### config.mk
export PLATFORM = sky130hd
export DESIGN_NAME = ws2812_multi_tx
export DESIGN_NICKNAME = d
export VERILOG_FILES = /design/src/rtl/ws2812_multi_tx.sv
export SDC_FILE = /design/constraint.sdc
export NUM_CORES = 1
export LEC_CHECK = 0
export CAP_MARGIN = 20
export CORE_MARGIN = 2
export CORE_UTILIZATION = 55
export DETAILED_ROUTE_END_ITERATION = 8
export GPL_ROUTABILITY_DRIVEN = 0
export PLACE_DENSITY_LB_ADDON = 0.1
export SYNTH_ARGS = -nofsm -noshare
export SYNTH_HDL_FRONTEND = slang
export SYNTH_SLANG_ARGS = --single-unit
### constraint.sdc
create_clock -name clk_sb -period 11.6 [get_ports clk_sb]
set_clock_uncertainty 0.15 [all_clocks]
set_input_delay 1.16 -clock clk_sb [delete_from_list [all_inputs] [get_ports clk_sb]]
set_output_delay 1.16 -clock clk_sb [all_outputs]
set_load 0.02 [all_outputs]
### src/rtl/ws2812_multi_tx.sv
// ws2812_multi_tx: bit-synchronous multi-string WS2812 driver fed by a pixel RAM.
// Optional macro WS2812_RGBW_EN selects 32-bit GRBW pixels (24-bit GRB otherwise).
module ws2812_multi_tx #(
    parameter int CHANNELS    = 4,
    parameter int LEDS_PER_CH = 64,
    parameter int ADDR_W      = 13,
    parameter int T0H         = 17,
    parameter int T1H         = 34,
    parameter int TBIT        = 60,
    parameter int TLATCH      = 2880,
`ifdef WS2812_RGBW_EN
    localparam int PIX_W      = 32
`else
    localparam int PIX_W      = 24
`endif
) (
    input  logic                clk_sb,
    input  logic                reset_n,
    input  logic                start,
    input  logic [ADDR_W-1:0]   n_leds,
    output logic                busy,
    output logic                done,
    output logic                mem_rd_en,
    output logic [ADDR_W-1:0]   mem_addr,
    input  logic [PIX_W-1:0]    mem_rd_data,
    output logic [CHANNELS-1:0] led_out
);

    localparam logic [1:0] S_IDLE  = 2'd0;
    localparam logic [1:0] S_PREF  = 2'd1;
    localparam logic [1:0] S_SEND  = 2'd2;
    localparam logic [1:0] S_LATCH = 2'd3;

    localparam int PH_W = $clog2(TBIT);
    localparam int BI_W = $clog2(PIX_W);
    localparam int LT_W = $clog2(TLATCH);
    localparam int CH_W = (CHANNELS > 1) ? $clog2(CHANNELS) : 1;

    logic [1:0]          state;
    logic [ADDR_W-1:0]   n_lat;
    logic [ADDR_W-1:0]   led_idx;
    logic [PH_W-1:0]     ph;
    logic [BI_W-1:0]     bit_idx;
    logic [LT_W-1:0]     lat_cnt;
    logic [CH_W-1:0]     rd_ch;
    logic [CH_W-1:0]     cap_ch;
    logic                cap_vld;
    logic [PIX_W-1:0]    shadow [CHANNELS];
    logic [PIX_W-1:0]    shreg  [CHANNELS];
    logic [PIX_W-1:0]    fill   [CHANNELS];
    logic [CHANNELS-1:0] hi_nx;
    logic [ADDR_W-1:0]   n_clamp;
    logic [ADDR_W-1:0]   nxt_led;
    logic [ADDR_W-1:0]   rd_base;
    logic                pref_done;
    logic                bit_end;
    logic                led_end;
    logic                load_first;
    logic                load_next;
    logic                rd_go;

    // Frame bookkeeping: clamp, bit/LED boundaries, next-LED prefetch trigger
    always_comb begin
        n_clamp = (n_leds > ADDR_W'(LEDS_PER_CH)) ? ADDR_W'(LEDS_PER_CH) : n_leds;
        pref_done = cap_vld && (cap_ch == CH_W'(CHANNELS - 1));
        bit_end = (ph == PH_W'(TBIT - 1));
        led_end = bit_end && (bit_idx == BI_W'(PIX_W - 1));
        load_first = (state == S_PREF) && pref_done;
        load_next = (state == S_SEND) && led_end
                    && ((led_idx + ADDR_W'(1)) < n_lat);
        nxt_led = load_first ? ADDR_W'(1) : (led_idx + ADDR_W'(2));
        rd_go = ((state == S_IDLE) && start && (n_clamp != '0))
                || ((load_first || load_next) && (nxt_led < n_lat));
        rd_base = (state == S_IDLE) ? '0 : nxt_led;
        for (int c = 0; c < CHANNELS; c++) begin
            fill[c] = (cap_vld && (cap_ch == CH_W'(c))) ? mem_rd_data : shadow[c];
            hi_nx[c] = (int'(ph) + 1) < (shreg[c][PIX_W-1] ? T1H : T0H);
        end
    end

    // Read sequencer: one word per channel on consecutive cycles
    always_ff @(posedge clk_sb or negedge reset_n) begin
        if (!reset_n) begin
            mem_rd_en <= 1'b0;
            mem_addr  <= '0;
            rd_ch     <= '0;
            cap_vld   <= 1'b0;
            cap_ch    <= '0;
        end else begin
            cap_vld <= mem_rd_en;
            cap_ch  <= rd_ch;
            if (mem_rd_en) begin
                if (rd_ch == CH_W'(CHANNELS - 1)) begin
                    mem_rd_en <= 1'b0;
                end else begin
                    rd_ch    <= rd_ch + CH_W'(1);
                    mem_addr <= mem_addr + ADDR_W'(LEDS_PER_CH);
                end
            end else if (rd_go) begin
                mem_rd_en <= 1'b1;
                mem_addr  <= rd_base;
                rd_ch     <= '0;
            end
        end
    end

    // Shadow buffer: catches the returned word one cycle after each strobe
    always_ff @(posedge clk_sb or negedge reset_n) begin
        if (!reset_n) begin
            for (int c = 0; c < CHANNELS; c++) shadow[c] <= '0;
        end else if (cap_vld) begin
            for (int c = 0; c < CHANNELS; c++)
                if (cap_ch == CH_W'(c)) shadow[c] <= mem_rd_data;
        end
    end

    // Frame FSM and registered line drivers
    always_ff @(posedge clk_sb or negedge reset_n) begin
        if (!reset_n) begin
            state   <= S_IDLE;
            busy    <= 1'b0;
            done    <= 1'b0;
            n_lat   <= '0;
            led_idx <= '0;
            ph      <= '0;
            bit_idx <= '0;
            lat_cnt <= '0;
            led_out <= '0;
            for (int c = 0; c < CHANNELS; c++) shreg[c] <= '0;
        end else begin
            done <= 1'b0;
            unique case (state)
                S_IDLE: begin
                    if (start) begin
                        busy    <= 1'b1;
                        n_lat   <= n_clamp;
                        led_idx <= '0;
                        lat_cnt <= '0;
                        state   <= (n_clamp == '0) ? S_LATCH : S_PREF;
                    end
                end
                S_PREF: begin
                    if (pref_done) begin
                        state   <= S_SEND;
                        ph      <= '0;
                        bit_idx <= '0;
                        led_idx <= '0;
                        led_out <= '1;
                        for (int c = 0; c < CHANNELS; c++) shreg[c] <= fill[c];
                    end
                end
                S_SEND: begin
                    if (!bit_end) begin
                        ph      <= ph + PH_W'(1);
                        led_out <= hi_nx;
                    end else begin
                        ph <= '0;
                        if (!led_end) begin
                            bit_idx <= bit_idx + BI_W'(1);
                            led_out <= '1;
                            for (int c = 0; c < CHANNELS; c++)
                                shreg[c] <= shreg[c] << 1;
                        end else if (load_next) begin
                            bit_idx <= '0;
                            led_idx <= led_idx + ADDR_W'(1);
                            led_out <= '1;
                            for (int c = 0; c < CHANNELS; c++) shreg[c] <= fill[c];
                        end else begin
                            state   <= S_LATCH;
                            lat_cnt <= '0;
                            led_out <= '0;
                        end
                    end
                end
                S_LATCH: begin
                    lat_cnt <= lat_cnt + LT_W'(1);
                    if (lat_cnt == LT_W'(TLATCH - 2)) begin
                        done <= 1'b1;
                        busy <= 1'b0;
                    end
                    if (lat_cnt == LT_W'(TLATCH - 1)) state <= S_IDLE;
                end
                default: state <= S_IDLE;
            endcase
        end
    end

endmodule

==> flow_summary.ini, run 1 <==
[synthesis]
yosys-top-cells-area = dfrtp_1 52%, mux2_2 9.2%, mux2i_1 7.6%, o21ai_0 7.4%, ha_1 4.6%
syn_nets = 1282
synth-seq-cells = 268
netlist_area_um2 = 13000
synthMostInstantiatedCell = dfrtp_1
synth_top_area_share_pct = 51.5
yosysWarnings = 0
synth_edf_count = 0
synthTopCellsByCount = 268 x dfrtp_1, 193 x o21ai_0, 106 x mux2_2
yosysTopAreaCell = dfrtp_1
syn_area_per_cell_um2 = 10.9
synth-seq-area-share_pct = 51.5
ys_types = 59
netlist_instances = 1194
synthArstFlopShare_pct = 100
ys.flop_type = dfrtp_1

[worst_setup_path]
cp_slowest_stage_delay_ns = 0.58
start_kind = flop
ff2ff_path_depth = 12
reg2reg_to = led_idx[4]$_DFFE_PN0P_
cp_slowest_cell = dfrtp_1
critPathLaunch = led_idx[0]$_DFFE_PN0P_
regToRegStartpoint = led_idx[0]$_DFFE_PN0P_
critical_path_arrival_ns = 4.58
cp_max_fo = 25
critPathKind = reg2reg
worstPathCellList = ha_1 > nand3_1 > nor2_1 > xor2_1 > ha_1 > a21oi_1 > o21ai_0 > o21a_1 > or2_4 > a211o_1 > or2_1 > o31ai_2
r2r_slack_ns = 7.33
cp-end-kind = flop
crit_path_frequent_cell = ha_1
crit_end = led_idx[4]$_DFFE_PN0P_
cp.required_ns = 11.90

[drt]
routed_wl_um = 29100
vias = 9168
dr.pass1.iters = 4
via_per_inst = 5.84
ant_nets = 0
wire_per_inst_um = 18.5
drt_iter0_markers = 689
drc = 0

[cts]
clk_latency_ns = 0.56
clock_path_buffers = 3
clock-sinks = 268
hold_buffers = 0
post_cts_buffers = 0
cts_tree = built
cts_root_buf = clkbuf_16
cts_resized = 0
cts_buffers = 30
path_clk_slew_ns = 0.06
cts_htree_levels = 1

[flow_run]
maxCapViolations = 0

[grt]
grt_pass1_wl_um = 48600
grtUsageTotal_pct = 24.2
grt_pass1_vias = 9386
grt_max_degree = 129
antenna_found_initial = 0
grt_overflow_total = 0

[placed_design]
place_inst = 1516
port_buffers = 59
hpwl_um = 17800

[layout]
fill_cells = 1888
multiInputGateArea_um2 = 5920
layout.nets = 1317
regArea_um2 = 6710
fin_cells = 1571
syn2layout_area_growth_pct = 14.2
n_antenna_cell = 0
drive_gt1_share_pct = 14.5

[power_and_ir_drop]
power_switching_mw = 0.418
p_seq_share_pct = 48.1
cellInternalPower_mw = 1.56
p_per_area_nw_per_um2 = 133
combPwrFrac_pct = 3.1
power_frac_clock_pct = 48.9
peakVddDrop_v = 0.000104
p_sw_share_pct = 21.1
p_leak_nw = 5.98

[sta]
tightest_slew_ns = 1.09
grt_setup_unrepaired = no
min_period_ns = 4.27
post-route-period-util_pct = 36.8
hold_viol = 0
max_freq_ghz = 0.234
slew_viol_final = 0
setup_violations = 0
slew_headroom_pct = 27.1
totalNegativeSetupSlack_ns = 0

[floorplan]
fp-row-count = 56
die_w_um = 158
start_util_pct = 55.8
core_um2 = 23300
dieArea_um2 = 24900
die_h_um = 158
io_pins = 60

[status]
status = finished clean

[worst_hold_path]
hold_path_class = reg2reg
==> power by group through the flow <==
stage,combinational [mW],clock (mW),sequential (mW)
after floorplan,0.0203,0,0.966
after global placement,0.0615,0,0.967
after detailed placement,0.0622,0,0.967
after CTS,0.0624,0.983,0.950
after global routing,0.0689,1.03,0.951
final,0.0605,0.966,0.951
==> kinds of logic after synthesis <==
| group | after synthesis | synth area share (%) |
|---|---|---|
| adder cells (fa/ha/maj) | 48 | 4.61 |
| flip-flops | 268 | 51.5 |
| XOR/XNOR | 24 | 1.62 |
| buffers and inverters | 100 | 3.16 |
| multiplexers | 205 | 16.8 |
| AND/OR/NAND/NOR | 220 | 8.18 |
| AO/OA/AOI/OAI | 329 | 14.1 |
==> per-stage QoR <==
stage                     instance area, µm²  setup slack [ns]  utilization [%]  power, mW  hold WS, ns
after floorplan                        13000              7.80                -      0.987        0.228
after global placement                 13800              7.38             59.3       1.03        0.248
after detailed placement               13800              7.35             59.3       1.03        0.251
after CTS                              14900              7.30             63.7       2.00        0.263
after global routing                   14900              6.94             63.7       2.05        0.279
final                                  14900              7.33             63.7       1.98        0.264
==> worst max-delay path: cells and delay by family, from the launching register on <==
family	cells	cell delay, ns
flops	1	0.58
compound gates	5	1.64
simple gates	4	1.02
fa+ha+maj	2	0.56
xor+xnor	1	0.24
==> registers in the layout, indices dropped and copies added, names as in the netlist, 2 cells and up <==
| register | cells |
|---|---|
| led_idx | 13 |
| cap_ch | 2 |
| n_lat | 13 |
| rd_ch | 2 |
| lat_cnt | 12 |
| bit_idx | 5 |
| ph | 6 |
| shreg | 96 |
| mem_addr | 13 |
| state | 2 |
| shadow | 96 |
| led_out | 4 |
==> layout make-up <==
class	instances	area share [%]
inverters	30	0.758
repair buffers	73	4.71
multi-input cells	826	39.9
well taps	319	2.69
flip-flops and latches	268	45.1
clock buffers	44	5.88
clock inverters	11	0.968
==> cell usage in the layout, fill, tap and decap left out, drive strengths merged, types with 12 or more instances in the layout <==
cell,count
nand3,26
o21ai,241
nand2,87
xnor2,12
dfrtp,268
ha,48
nor2,34
inv,29
mux2i,99
a22o,14
clkbuf,44
clkdlybuf4s50,58
buf,15
nor3,15
xor2,12
mux2,106
a21oi,30
==> metal layers <==
layer	up-vias	part of all wire [%]	GRT usage, %
met1	4582	46	33.5
met4	0	1.7	5.93
met2	179	48	40.8
met3	45	3.7	3.15
li1	4362	-	-
met5	-	0	0
==> worst min-delay path by stage <==
stage | start | endpoint | slack [ns] | cells past startpoint
final | rd_ch[1]$_DFFE_PN0P_ | cap_ch[1]$_DFF_PN0_ | 0.26 | 0
after floorplan | rd_ch[1]$_DFFE_PN0P_ | cap_ch[1]$_DFF_PN0_ | 0.23 | 0
after detailed placement | rd_ch[1]$_DFFE_PN0P_ | cap_ch[1]$_DFF_PN0_ | 0.25 | 0
after global placement | rd_ch[1]$_DFFE_PN0P_ | cap_ch[1]$_DFF_PN0_ | 0.25 | 0
after CTS | rd_ch[1]$_DFFE_PN0P_ | cap_ch[1]$_DFF_PN0_ | 0.26 | 0
after global routing | rd_ch[1]$_DFFE_PN0P_ | cap_ch[1]$_DFF_PN0_ | 0.28 | 0
Note: power is estimated with default switching activity, not from simulation.
==> inputs of run 2 (changes only) <==
==> constraint.sdc (replaced) <==
create_clock -name clk_sb -period 3.48 [get_ports clk_sb]
set_clock_uncertainty 0.15 [all_clocks]
set_input_delay 0.348 -clock clk_sb [delete_from_list [all_inputs] [get_ports clk_sb]]
set_output_delay 0.348 -clock clk_sb [all_outputs]
set_load 0.02 [all_outputs]
==> flow_summary.ini, run 2 (synthesis results as in run 1) <==
[power_and_ir_drop]
p_seq_share_pct = 47.8
combPwrFrac_pct = 3.4
p_sw_share_pct = 21.7
cellInternalPower_mw = 5.19
p_leak_nw = 6.57
power_frac_clock_pct = 48.8
p_per_area_nw_per_um2 = 407
power_switching_mw = 1.44
peakVddDrop_v = 0.000395

[worst_setup_path]
cp_slowest_cell = or3_4
cp_slowest_stage_delay_ns = 0.44
cp-end-kind = flop
ff2ff_path_depth = 15
critical_path_arrival_ns = 3.78
path_buf_inv = 3
cp_num_cells = 15
path_delay_family = compound AO/OA/AOI/OAI gates
start_kind = flop
worstPathCellList = and4_4 > nand4_1 > or3_4 > nand2_4 > ha_4 > a21o_1 > a21o_1 > a2111o_1 > buf_4 > o21ai_4 > a21oi_4 > buf_12 > buf_12 > o21ai_0 > o21ai_2
critPathKind = reg2reg
cp_max_fo = 29
cp.required_ns = 3.76

[drt]
wire_per_inst_um = 18.2
vias = 9363
drc = 0
ant_nets = 0
via_per_inst = 5.74
drt_iter0_markers = 626
routed_wl_um = 29700
dr.pass1.iters = 5

[layout]
layout.nets = 1377
drive_gt1_share_pct = 27.8
top_regs = shadow (96), shreg (96)
syn2layout_area_growth_pct = 25.2
n_antenna_cell = 0
mostFrequentLayoutCell = dfrtp_1
mostFrequentLayoutCells = 268 x dfrtp_1, 99 x mux2_2, 99 x mux2i_1
fin_cells = 1630
fill_cells = 1751

[cts]
clock-sinks = 268
cts_tree = built
clock_path_buffers = 3
cts_htree_levels = 1
cts_buffers = 28
clk_latency_ns = 0.57
cts_root_buf = clkbuf_16
path_clk_slew_ns = 0.06

[flow_run]
maxCapViolations = 0

[sta]
hold_viol = 0
totalNegativeSetupSlack_ns = -0.0272
tightest_slew_ns = 1.08
min_period_ns = 3.51
setup_ws_ns = -0.0272
setup_violations = 1
max_freq_ghz = 0.285
grt_setup_unrepaired = yes
post-route-period-util_pct = 101
slew_headroom_pct = 28.0
slew_viol_final = 0

[worst_hold_path]
hold-path-cell-count = 0
hold_path_class = reg2reg

[grt]
antenna_found_initial = 1
grt_max_degree = 110
grt_pass1_wl_um = 47200
grt_overflow_total = 0
grtUsageTotal_pct = 23.2
grt_pass1_vias = 9145

[floorplan]
start_util_pct = 55.8
dieArea_um2 = 24900
die_h_um = 158
io_pins = 60
core_um2 = 23300
fp-row-count = 56
die_w_um = 158

[status]
violations = negative setup slack
status = complete, but fails checks

[placed_design]
port_buffers = 59
hpwl_um = 17800
place_inst = 1559
[run 2: changes by cell type in the layout (fill, tap and decap cells not counted), moves of 3 or more]
cell	before	now
clkbuf_1	7	3
o21ai_1	47	62
o21ai_4	1	4
mux2_2	106	99
buf_12	0	15
o21ai_0	193	81
buf_8	1	6
clkinvlp_4	1	4
o21ai_2	0	94
mux2_4	0	7
buf_6	0	3
clkbuf_16	30	37
buf_4	14	43
[run 2: per-stage QoR]
stage | hold slack, ns | setup WS (ns) | power (mW) | utilization, % | cell area, µm²
6_report | 0.260 | -0.0272 | 6.63 | 69.8 | 16300
4_1_cts | 0.259 | -0.00850 | 6.68 | 65.9 | 15400
3_3_place_gp | 0.244 | -0.105 | 3.43 | 61.4 | 14300
5_1_grt | 0.275 | -0.173 | 6.84 | 69.8 | 16300
3_5_place_dp | 0.245 | -0.0815 | 3.44 | 61.4 | 14300
2_1_floorplan | -0.0976 | 0.0222 | 3.29 | - | 13000
[run 2: path summary, 6_finish.rpt]
check                           slack [ns]                endpoint              startpoint
worst max-delay path                 -0.03   shreg[53]$_DFFE_PN0P_  led_idx[4]$_DFFE_PN0P_
worst min register to register        0.26     cap_ch[1]$_DFF_PN0_    rd_ch[1]$_DFFE_PN0P_
max in group asynchronous             2.06  shadow[46]$_DFFE_PN0P_                 reset_n
worst min-delay path                  0.26     cap_ch[1]$_DFF_PN0_    rd_ch[1]$_DFFE_PN0P_
worst max register to register       -0.03   shreg[53]$_DFFE_PN0P_  led_idx[4]$_DFFE_PN0P_
min in group asynchronous             0.28    shreg[9]$_DFFE_PN0P_                 reset_n
[run 2: cell type report]
cell class	instances	area [µm²]	share of cell area (%)
multi-input combinational	826	6490	39.9
tap	319	399	2.45
inverter	30	113	0.691
clock buffer	38	808	4.96
timing repair buffer	135	1560	9.59
sequential	268	6710	41.2
clock inverter	14	209	1.28
[run 2: layer usage]
metal	share of wire [%]	vias up	track usage, %
met5	0.040	-	0
met4	1.7	2	4.81
met3	3.1	34	3.01
met2	48	151	37.9
met1	47	4678	33.5
li1	-	4498	-
[run 2: timing repair]
| action | CTS | global route |
|---|---|---|
| buffers inserted | 1 | 7 |
| endpoints found under the setup margin | 59 | 139 |
| pin swaps | 0 | 82 |
| gates cloned | 0 | 10 |
| hold endpoints to repair | 102 | 0 |
| resized for setup | 8 | 260 |
| hold buffers | 1 | 0 |
[run 2: power groups by stage]
stage               Clock (mW)  Sequential [mW]  Combinational (mW)
global route              3.42             3.17               0.250
detailed placement           0             3.22               0.216
global placement             0             3.22               0.212
CTS                       3.30             3.17               0.218
finish                    3.24             3.17               0.223
floorplan                    0             3.22              0.0677
